`src/rtl/int_ctl.sv`:
```
// Interrupt controller for the 65C02 microcoded core: synchronises, masks and prioritises IRQ/NMI.
// Latency: SYNC_STAGES+1 cycles from pin to pending/nmi_pend; int_req one cycle later (registered).
// Backpressure: none; a taken interrupt is held in TAKEN until vec_fetch or TIMEOUT cycles elapse.
//
// Ports:
//   clk, reset          clock; synchronous active-high reset
//   irq_src[NUM_IRQ]    asynchronous level IRQ requests (active-high)
//   nmi_in              asynchronous NMI, rising-edge triggered
//   mask_we/mask_wdata  mask register write (1 = source enabled)
//   sync                sequencer is decoding a new instruction this cycle
//   I_flag              processor I flag
//   vec_fetch           one-cycle pulse while the core reads the vector low byte
//   int_req             registered request to the sequencer irq input
//   i_eff               effective I flag to the sequencer (cleared while an NMI waits)
//   vec_sel             00 IRQ/BRK $FFFE, 01 NMI $FFFA, 10 RESET $FFFC
//   irq_id              index of the IRQ being serviced (0 for NMI), frozen while busy
//   pending             synchronised irq_src & mask
//   busy                an interrupt has been taken and awaits its vector fetch
//   timeout             sticky flag: a taken interrupt never saw its vector fetch
module int_ctl #(
  parameter int NUM_IRQ     = 8,
  parameter int SYNC_STAGES = 2,
  parameter int TIMEOUT     = 15
) (
  input  logic               clk,
  input  logic               reset,
  input  logic [NUM_IRQ-1:0] irq_src,
  input  logic               nmi_in,
  input  logic               mask_we,
  input  logic [NUM_IRQ-1:0] mask_wdata,
  input  logic               sync,
  input  logic               I_flag,
  input  logic               vec_fetch,
  output logic               int_req,
  output logic               i_eff,
  output logic [1:0]         vec_sel,
  output logic [3:0]         irq_id,
  output logic [NUM_IRQ-1:0] pending,
  output logic               busy,
  output logic               timeout
);

  localparam logic [1:0] SEL_IRQ = 2'b00;
  localparam logic [1:0] SEL_NMI = 2'b01;
  localparam logic [1:0] SEL_RST = 2'b10;
  localparam logic [3:0] TO_CNT  = 4'(TIMEOUT);

  typedef enum logic {
    IDLE  = 1'b0,
    TAKEN = 1'b1
  } state_t;

  state_t state, state_d;

  // ---------------------------------------------------------------------------
  // Input synchronisers. nmi_prev is one stage beyond the chain so that a
  // rising edge is seen as (last stage & ~nmi_prev).
  // ---------------------------------------------------------------------------
  logic [NUM_IRQ-1:0]     irq_sync [SYNC_STAGES];
  logic [SYNC_STAGES-1:0] nmi_sync;
  logic                   nmi_prev;
  logic                   nmi_edge;

  always_ff @(posedge clk) begin
    if (reset) begin
      for (int i = 0; i < SYNC_STAGES; i++) irq_sync[i] <= '0;
      nmi_sync <= '0;
      nmi_prev <= 1'b0;
    end else begin
      irq_sync[0] <= irq_src;
      for (int i = 1; i < SYNC_STAGES; i++) irq_sync[i] <= irq_sync[i-1];
      nmi_sync <= {nmi_sync[SYNC_STAGES-2:0], nmi_in};
      nmi_prev <= nmi_sync[SYNC_STAGES-1];
    end
  end

  assign nmi_edge = nmi_sync[SYNC_STAGES-1] & ~nmi_prev;

  // ---------------------------------------------------------------------------
  // Mask and pending. pending is registered from the mask register, so a mask
  // write is reflected in pending one cycle after the mask itself updates.
  // ---------------------------------------------------------------------------
  logic [NUM_IRQ-1:0] mask;

  always_ff @(posedge clk) begin
    if (reset) begin
      mask    <= '0;
      pending <= '0;
    end else begin
      if (mask_we) mask <= mask_wdata;
      pending <= irq_sync[SYNC_STAGES-1] & mask;
    end
  end

  // Lowest-index pending IRQ wins; scan from the top so the last hit is lowest.
  logic [3:0] prio_id;

  always_comb begin
    prio_id = '0;
    for (int i = NUM_IRQ - 1; i >= 0; i--) begin
      if (pending[i]) prio_id = 4'(i);
    end
  end

  // ---------------------------------------------------------------------------
  // Control FSM
  // ---------------------------------------------------------------------------
  logic       nmi_pend, nmi_pend_d;
  logic       nmi_clr;
  logic       int_req_d;
  logic [1:0] vec_sel_d;
  logic [3:0] irq_id_d;
  logic [3:0] cnt, cnt_d;
  logic       timeout_d;

  always_comb begin
    state_d   = state;
    vec_sel_d = vec_sel;
    irq_id_d  = irq_id;
    cnt_d     = cnt;
    timeout_d = timeout;
    nmi_clr   = 1'b0;

    case (state)
      IDLE: begin
        // A vector fetch outside TAKEN is BRK or the reset sequence; once it
        // has been served the default vector becomes IRQ/BRK.
        if (vec_fetch) vec_sel_d = SEL_IRQ;
        if (sync && int_req) begin
          state_d   = TAKEN;
          vec_sel_d = nmi_pend ? SEL_NMI : SEL_IRQ;
          irq_id_d  = nmi_pend ? 4'd0 : prio_id;
          cnt_d     = '0;
        end
      end
      TAKEN: begin
        if (vec_fetch) begin
          nmi_clr   = (vec_sel == SEL_NMI);
          vec_sel_d = SEL_IRQ;
          state_d   = IDLE;
        end else if (cnt == TO_CNT) begin
          // Abandon the service; a still-pending NMI is simply retried.
          timeout_d = 1'b1;
          vec_sel_d = SEL_IRQ;
          state_d   = IDLE;
        end else begin
          cnt_d = cnt + 4'd1;
        end
      end
      default: state_d = IDLE;
    endcase
  end

  // A new edge arriving on the clearing cycle must survive the clear.
  assign nmi_pend_d = nmi_edge | (nmi_pend & ~nmi_clr);

  // Looking at the next state keeps int_req low in the first TAKEN cycle, and
  // masking the NMI being cleared avoids a stale request right after service.
  assign int_req_d = (state_d == IDLE) &
                     ((nmi_pend & ~nmi_clr) | ((|pending) & ~I_flag));

  always_ff @(posedge clk) begin
    if (reset) begin
      state    <= IDLE;
      nmi_pend <= 1'b0;
      int_req  <= 1'b0;
      vec_sel  <= SEL_RST;
      irq_id   <= '0;
      cnt      <= '0;
      timeout  <= 1'b0;
    end else begin
      state    <= state_d;
      nmi_pend <= nmi_pend_d;
      int_req  <= int_req_d;
      vec_sel  <= vec_sel_d;
      irq_id   <= irq_id_d;
      cnt      <= cnt_d;
      timeout  <= timeout_d;
    end
  end

  assign busy = (state == TAKEN);

  // NMI is not maskable, so while one waits the sequencer must not gate it
  // with I.
  assign i_eff = reset ? I_flag : (I_flag & ~((state == IDLE) & nmi_pend));

endmodule

```
`config.mk`:
```
export PLATFORM = sky130hd
export DESIGN_NAME = int_ctl
export DESIGN_NICKNAME = d
export VERILOG_FILES = /design/src/rtl/int_ctl.sv
export SDC_FILE = /design/constraint.sdc
export NUM_CORES = 1
export LEC_CHECK = 0
export ABC_AREA = 1
export BUFFER_PORTS_ARGS = -buffer_cell sky130_fd_sc_hd__buf_2
export CORE_MARGIN = 2
export CORE_UTILIZATION = 55
export DETAILED_ROUTE_END_ITERATION = 12
export GPL_ROUTABILITY_DRIVEN = 0
export GPL_TIMING_DRIVEN = 0
export HOLD_SLACK_MARGIN = 0.08
export PLACE_DENSITY_LB_ADDON = 0.12
export SLEW_MARGIN = 20
export SYNTH_ARGS = -nofsm -noshare
export SYNTH_HDL_FRONTEND = slang
export SYNTH_SLANG_ARGS = --single-unit
```
`constraint.sdc`:
```
create_clock -name clk -period 3.22 [get_ports clk]
set_clock_uncertainty 0.15 [all_clocks]
set_input_delay 0.322 -clock clk [delete_from_list [all_inputs] [get_ports clk]]
set_output_delay 0.322 -clock clk [all_outputs]
set_load 0.005 [all_outputs]
```
Word level (Yosys, flattened, before mapping). Memories as Yosys holds them, arrays and structs flattened. Cells that the tools add are included.

Flip-flop bits (word level): 33. Memory bits (writable): 16. Bits of input ports: 23. Output and inout port bits: 18. Logic and storage cells: 75. Memories kept: 1.

Memory list: irq_sync (depth 2, bits a word 8, read ports 2, clocked after Yosys merged registers in 0, write ports 2, RTL line 59) `logic [NUM_IRQ-1:0] irq_sync [SYNC_STAGES];`.

$add $sub $neg: 1. Equality and inequality tests: 7. Muxes and demuxes: 31. Bitwise logic cells: 18. Reductions and logical operators: 6.

Operator list (number): 2-to-1 mux 4 bit (11); 2-to-1 mux 8 bit (2); 2-to-1 mux 1 bit (10); bitwise AND 8 bit (1); 2-to-1 mux 2 bit (4); case mux 4 bit (2 select lines) (1); OR reduction 8 bit (1); inverter 1 bit (7); bitwise AND 1 bit (6); inequality test 2 bit (second input constant) (3); AND reduction 3 bit (2); adder 4 x 1 -> 4 bit (second input constant) (1); equality test 4 bit (second input constant) (1); bitwise OR 1 bit (4); case mux 2 bit (2 select lines) (1); AND reduction 2 bit (2); 2-to-1 mux 3 bit (1); inequality test 3 x 2 -> 1 bit (second input constant) (1); inequality test 3 bit (second input constant) (1); equality test 2 x 1 -> 1 bit (second input constant) (1); case mux 1 bit (2 select lines) (1); logical AND 1 bit (1).

Logic depth before layout (Yosys ltp).
Depth after elaboration: 9. Depth in mapped cells: 9. Mapped depth without buffers: 9.

Worst setup path after synthesis. Ideal clock, no wire load.

Kind: flip-flop to flip-flop. Start: reg cnt[0]. End: reg cnt[2]. Setup time: 115 ps. Arrival time: 959 ps. Required time: 2955 ps. Slack: 1997 ps. Stages on the path, launching flop included: 7. Path buffers: 0. Clock period less this slack: 1223 ps. Cell sequence: dfxtp_1 ha_1 nand3_2 nand2_4 nand2_4 a21oi_1 nor2_1.

Cells in the longest elaborated chain, start to end: 4. Elaborated cells between the ends (all ways): 7. Classes of those cells: 1 x add/sub; 2 x eq/ne; 3 x mux; 1 x reduce/logical.

Ends and longest elaborated chain: from (decl) (RTL line 113) `logic [3:0] cnt, cnt_d;`; from (signal assigned) (RTL line 177) `cnt <= cnt_d;`; adder 4 x 1 -> 4 bit (RTL line 147) `cnt_d = cnt + 4'd1;`; 2-to-1 mux 4 bit (RTL line 141) `end else if (cnt == TO_CNT) begin`; 2-to-1 mux 4 bit (RTL line 137) `if (vec_fetch) begin`; case mux 4 bit (2 select lines) (RTL line 124) `case (state)`.

Several ways; a longest one is shown, not always the timed one. The select of a mux whose other input is x is not followed. A chain may end at the register's enable or synchronous reset.

Final worst setup path.
Start: reg nmi_pend. End: out i_eff.

Cells in the longest elaborated chain, start to end: 4.

Ends and longest elaborated chain: from (decl) (RTL line 108) `logic nmi_pend, nmi_pend_d;`; from (signal assigned) (RTL line 173) `nmi_pend <= nmi_pend_d;`; bitwise AND 1 bit (RTL line 186) `assign i_eff = reset ? I_flag : (I_flag & ~((state == IDLE) & nmi_pend));`; inverter 1 bit (RTL line 186); bitwise AND 1 bit (RTL line 186); 2-to-1 mux 1 bit (RTL line 186); to (decl) (RTL line 35) `output logic i_eff,`.

No other way between the ends.

==> run_summary.xml <==
<?xml version="1.0" encoding="UTF-8"?>
<metrics>
  <group name="worst_setup_path">
    <metric name="r2r_start" unit="">cnt[0]</metric>
    <metric name="worst_path_arrival_time" unit="ps">1170</metric>
    <metric name="timing.critical_path.cells" unit="">inv_1, nor2_1, nand2_1, nand2_1, inv_1, buf_2</metric>
    <metric name="timing.critical_path.from_type" unit="">register</metric>
    <metric name="rr_endpoint" unit="">cnt[3]</metric>
    <metric name="critPathKind" unit="">reg2out</metric>
    <metric name="ff2ff_path_depth" unit="">7</metric>
    <metric name="crit_path_max_fanout" unit="">2</metric>
    <metric name="reg_to_reg_slack_setup" unit="ps">1850</metric>
    <metric name="crit_required" unit="ps">2750</metric>
    <metric name="timing.critical_path.to_type" unit="">primary output</metric>
    <metric name="slowest_cp_cell" unit="">sky130_fd_sc_hd__dfxtp_1</metric>
    <metric name="critical_path.max_stage_delay" unit="ps">350</metric>
  </group>
  <group name="global_route">
    <metric name="number_of_antenna_violations_at_the_first_check_in_global_routing" unit="">0</metric>
    <metric name="global_route_wire_length_before_repair" unit="um">5350</metric>
    <metric name="grt_start_max_net_pins" unit="">15</metric>
    <metric name="grt.overflow.total" unit="">0</metric>
    <metric name="number_of_global_route_vias_before_repair" unit="">1278</metric>
    <metric name="global_route.usage.total" unit="%">20.6</metric>
  </group>
  <group name="floorplan">
    <metric name="initial_core_util" unit="%">56.8</metric>
    <metric name="fp.dieH" unit="um">59.5</metric>
    <metric name="core_region_area" unit="mm2">0.00298</metric>
    <metric name="design.portCount" unit="">41</metric>
    <metric name="std_cell_rows" unit="">20</metric>
    <metric name="dieWidth" unit="um">59.5</metric>
    <metric name="design.die.area" unit="mm2">0.00354</metric>
  </group>
  <group name="hold_path">
    <metric name="timing.hold.worst_path_depth" unit="">3</metric>
    <metric name="min_path_type" unit="">in2reg</metric>
    <metric name="timing.hold.worst.start" unit="">sync</metric>
    <metric name="hold_path_end" unit="">vec_sel[0]</metric>
  </group>
  <group name="finish">
    <metric name="antennaDiodeCount" unit="">0</metric>
    <metric name="final_core_utilization" unit="%">72.6</metric>
    <metric name="final-instance-count-excl-fill" unit="">312</metric>
    <metric name="num-nets-final" unit="">302</metric>
    <metric name="area.growth.synth_to_final" unit="%">27.7</metric>
    <metric name="most-common-layout-cells" unit="">sky130_fd_sc_hd__nor2_1, sky130_fd_sc_hd__dfxtp_1, sky130_fd_sc_hd__buf_2, sky130_fd_sc_hd__nand2_1, sky130_fd_sc_hd__inv_1</metric>
    <metric name="drive_gt1_share" unit="%">22.2</metric>
    <metric name="final_common_cell" unit="">sky130_fd_sc_hd__nor2_1</metric>
  </group>
  <group name="sta">
    <metric name="setup_violations" unit="">0</metric>
    <metric name="post-route-min-period" unit="ps">1640</metric>
    <metric name="timing_hold_violations_final" unit="">0</metric>
    <metric name="slew_viol_final" unit="">0</metric>
    <metric name="maxSlewHeadroom" unit="%">66.5</metric>
    <metric name="timing_worst_slew_pin_value" unit="ps">502</metric>
    <metric name="maxClockFrequency" unit="MHz">610</metric>
    <metric name="finalCritPeriodShare" unit="%">50.9</metric>
    <metric name="timing.setup.tns" unit="ps">0</metric>
    <metric name="hold_ws" unit="ps">102</metric>
    <metric name="setup_slack" unit="ps">1580</metric>
    <metric name="setup_repair_after_global_routing_missed_its_margin" unit="">false</metric>
  </group>
  <group name="logic_synthesis">
    <metric name="syn_area" unit="mm2">0.00169</metric>
    <metric name="synth.mux.area_fraction" unit="%">0</metric>
    <metric name="syn_area_per_cell" unit="um2">7.87</metric>
    <metric name="postSynthNetCount" unit="">239</metric>
    <metric name="yosys.area_share.adder" unit="%">0.740</metric>
    <metric name="post-synth-top-area-fraction" unit="%">56.8</metric>
    <metric name="synth-seq-cells" unit="">48</metric>
    <metric name="dominant_combinational_cell_family_by_area_after_synthesis" unit="">simple AND/OR/NAND/NOR gates</metric>
    <metric name="synth.largest_area_cell" unit="">sky130_fd_sc_hd__dfxtp_1</metric>
    <metric name="ys_seq_area_share" unit="%">56.8</metric>
    <metric name="synth_compound_area_share" unit="%">6.07</metric>
    <metric name="synthDistinctLibCells" unit="">24</metric>
    <metric name="yosys.area_share.xor_xnor" unit="%">0</metric>
    <metric name="synth-simple-area-share" unit="%">26.9</metric>
    <metric name="syn_inst" unit="">215</metric>
    <metric name="synth_warnings" unit="">0</metric>
    <metric name="leading_post_synthesis_cells_by_cell_area" unit="">sky130_fd_sc_hd__dfxtp_1, sky130_fd_sc_hd__nor2_1, sky130_fd_sc_hd__nand2_1, sky130_fd_sc_hd__inv_1, sky130_fd_sc_hd__o21ai_1</metric>
  </group>
  <group name="placed_design">
    <metric name="place.port_buffers" unit="">39</metric>
    <metric name="place_ws" unit="ps">1880</metric>
    <metric name="post-dp-hpwl" unit="um">2260</metric>
    <metric name="dp_cells" unit="">287</metric>
  </group>
  <group name="clock_tree">
    <metric name="clk_pin_slew_worst_paths" unit="ps">120</metric>
    <metric name="cts_buffer_depth" unit="">2</metric>
    <metric name="htree_levels" unit="">2</metric>
    <metric name="post_cts_buffers" unit="">0</metric>
    <metric name="cts.root.buffer_cell" unit="">sky130_fd_sc_hd__clkbuf_4</metric>
    <metric name="insertion_delay" unit="ps">360</metric>
    <metric name="cts.sinks" unit="">48</metric>
    <metric name="cts_made_buffers" unit="">5</metric>
    <metric name="postCtsResizedCells" unit="">0</metric>
    <metric name="cts_tree" unit="">yes</metric>
  </group>
  <group name="route">
    <metric name="drt_iter0_drc" unit="">49</metric>
    <metric name="route.antenna.remaining_nets" unit="">0</metric>
    <metric name="vias_per_cell" unit="">4.55</metric>
    <metric name="wire_per_inst" unit="um">10.4</metric>
    <metric name="route.vias.total" unit="">1421</metric>
    <metric name="drt_pre_antenna_iters" unit="">4</metric>
    <metric name="drcViolationCount" unit="">0</metric>
    <metric name="postRouteWirelength" unit="um">3240</metric>
  </group>
  <group name="power">
    <metric name="cellLeakagePower" unit="nW">1.09</metric>
    <metric name="peakVddDrop" unit="mV">0.383</metric>
    <metric name="cellPowerDensity" unit="mW/mm2">463</metric>
  </group>
  <group name="outcome">
    <metric name="outcome" unit="">completed</metric>
  </group>
  <group name="flow_run">
    <metric name="maxCapViolCount" unit="">0</metric>
  </group>
</metrics>
## cell type report
class | count | area (um2)
Timing Repair Buffer | 56 | 365
Tap cell | 33 | 41.3
Buffer | 5 | 25.0
Multi-Input combinational cell | 127 | 574
Clock inverter | 1 | 7.51
Clock buffer | 7 | 55.1
Sequential cell | 48 | 961
Inverter | 35 | 131
Fill cell | 238 | 817
## critical path, delay by kind of cell, from the launching register on
family / cells / cell delay, ps
buffers and inverters: 3 / 200
flip-flops: 1 / 350
AND/OR/NAND/NOR: 3 / 260
## cells by family after synthesis
family / count (synthesis)
AO/OA/AOI/OAI: 19
adder cells (fa/ha/maj): 1
buffers and inverters: 40
flip-flops: 48
other: 1
AND/OR/NAND/NOR: 106
## worst max-delay path by stage
stage | start | endpoint | slack, ps | cells past startpoint
3_3_place_gp | cnt[0] | cnt[2] | 1900 | 6
5_1_grt | nmi_pend | i_eff | 1490 | 6
2_1_floorplan | cnt[0] | cnt[2] | 2000 | 6
6_report | nmi_pend | i_eff | 1580 | 6
3_5_place_dp | cnt[0] | cnt[2] | 1880 | 6
4_1_cts | nmi_pend | i_eff | 1570 | 6
## power by group
part	internal [mW]	total [mW]	switching, mW	leakage, nW
sequential	0.616	0.625	0.00929	0.394
clock	0.107	0.287	0.180	0.0315
combinational	0.0430	0.0871	0.0441	0.662
## routing by layer
layer / vias to the layer above / global-route usage, % / share of wire [%]
li1: 767 / - / -
met1: 615 / 24.6 / 48
met2: 31 / 34.5 / 45
met3: 8 / 6.11 / 4.6
met4: 0 / 7.79 / 1.6
met5: - / 0 / 0
## synthesized netlist by cell type, drive strengths merged
cell / number
nor2: 54
dfxtp: 48
nand2: 39
inv: 35
o21ai: 11
nand3: 10
a21oi: 6
buf: 3
clkbuf: 2
and3: 1
conb: 1
ha: 1
nand4: 1
nor3: 1
o21bai: 1
o22ai: 1
## stage by stage
stage | total power [mW] | area, um2
4_1_cts | 1.00 | 2160
5_1_grt | 1.05 | 2160
3_5_place_dp | 0.709 | 1930
3_3_place_gp | 0.707 | 1930
2_1_floorplan | 0.678 | 1690
6_report | 0.999 | 2160
## sequential cells by signal, summed over array words and instances (netlist names)
register / count
busy: 1
cnt: 4
int_req: 1
irq_id: 3
irq_sync: 16
mask: 8
nmi_pend: 1
nmi_prev: 1
nmi_sync: 2
pending: 8
timeout: 1
vec_sel: 2
## timing repair
| item | CTS | global route |
|---|---|---|
| endpoints found under the setup margin | 0 | 0 |
| endpoints found under the hold margin | 17 | 0 |
| hold buffers | 17 | 0 |
(Power assumes the default switching activity.)
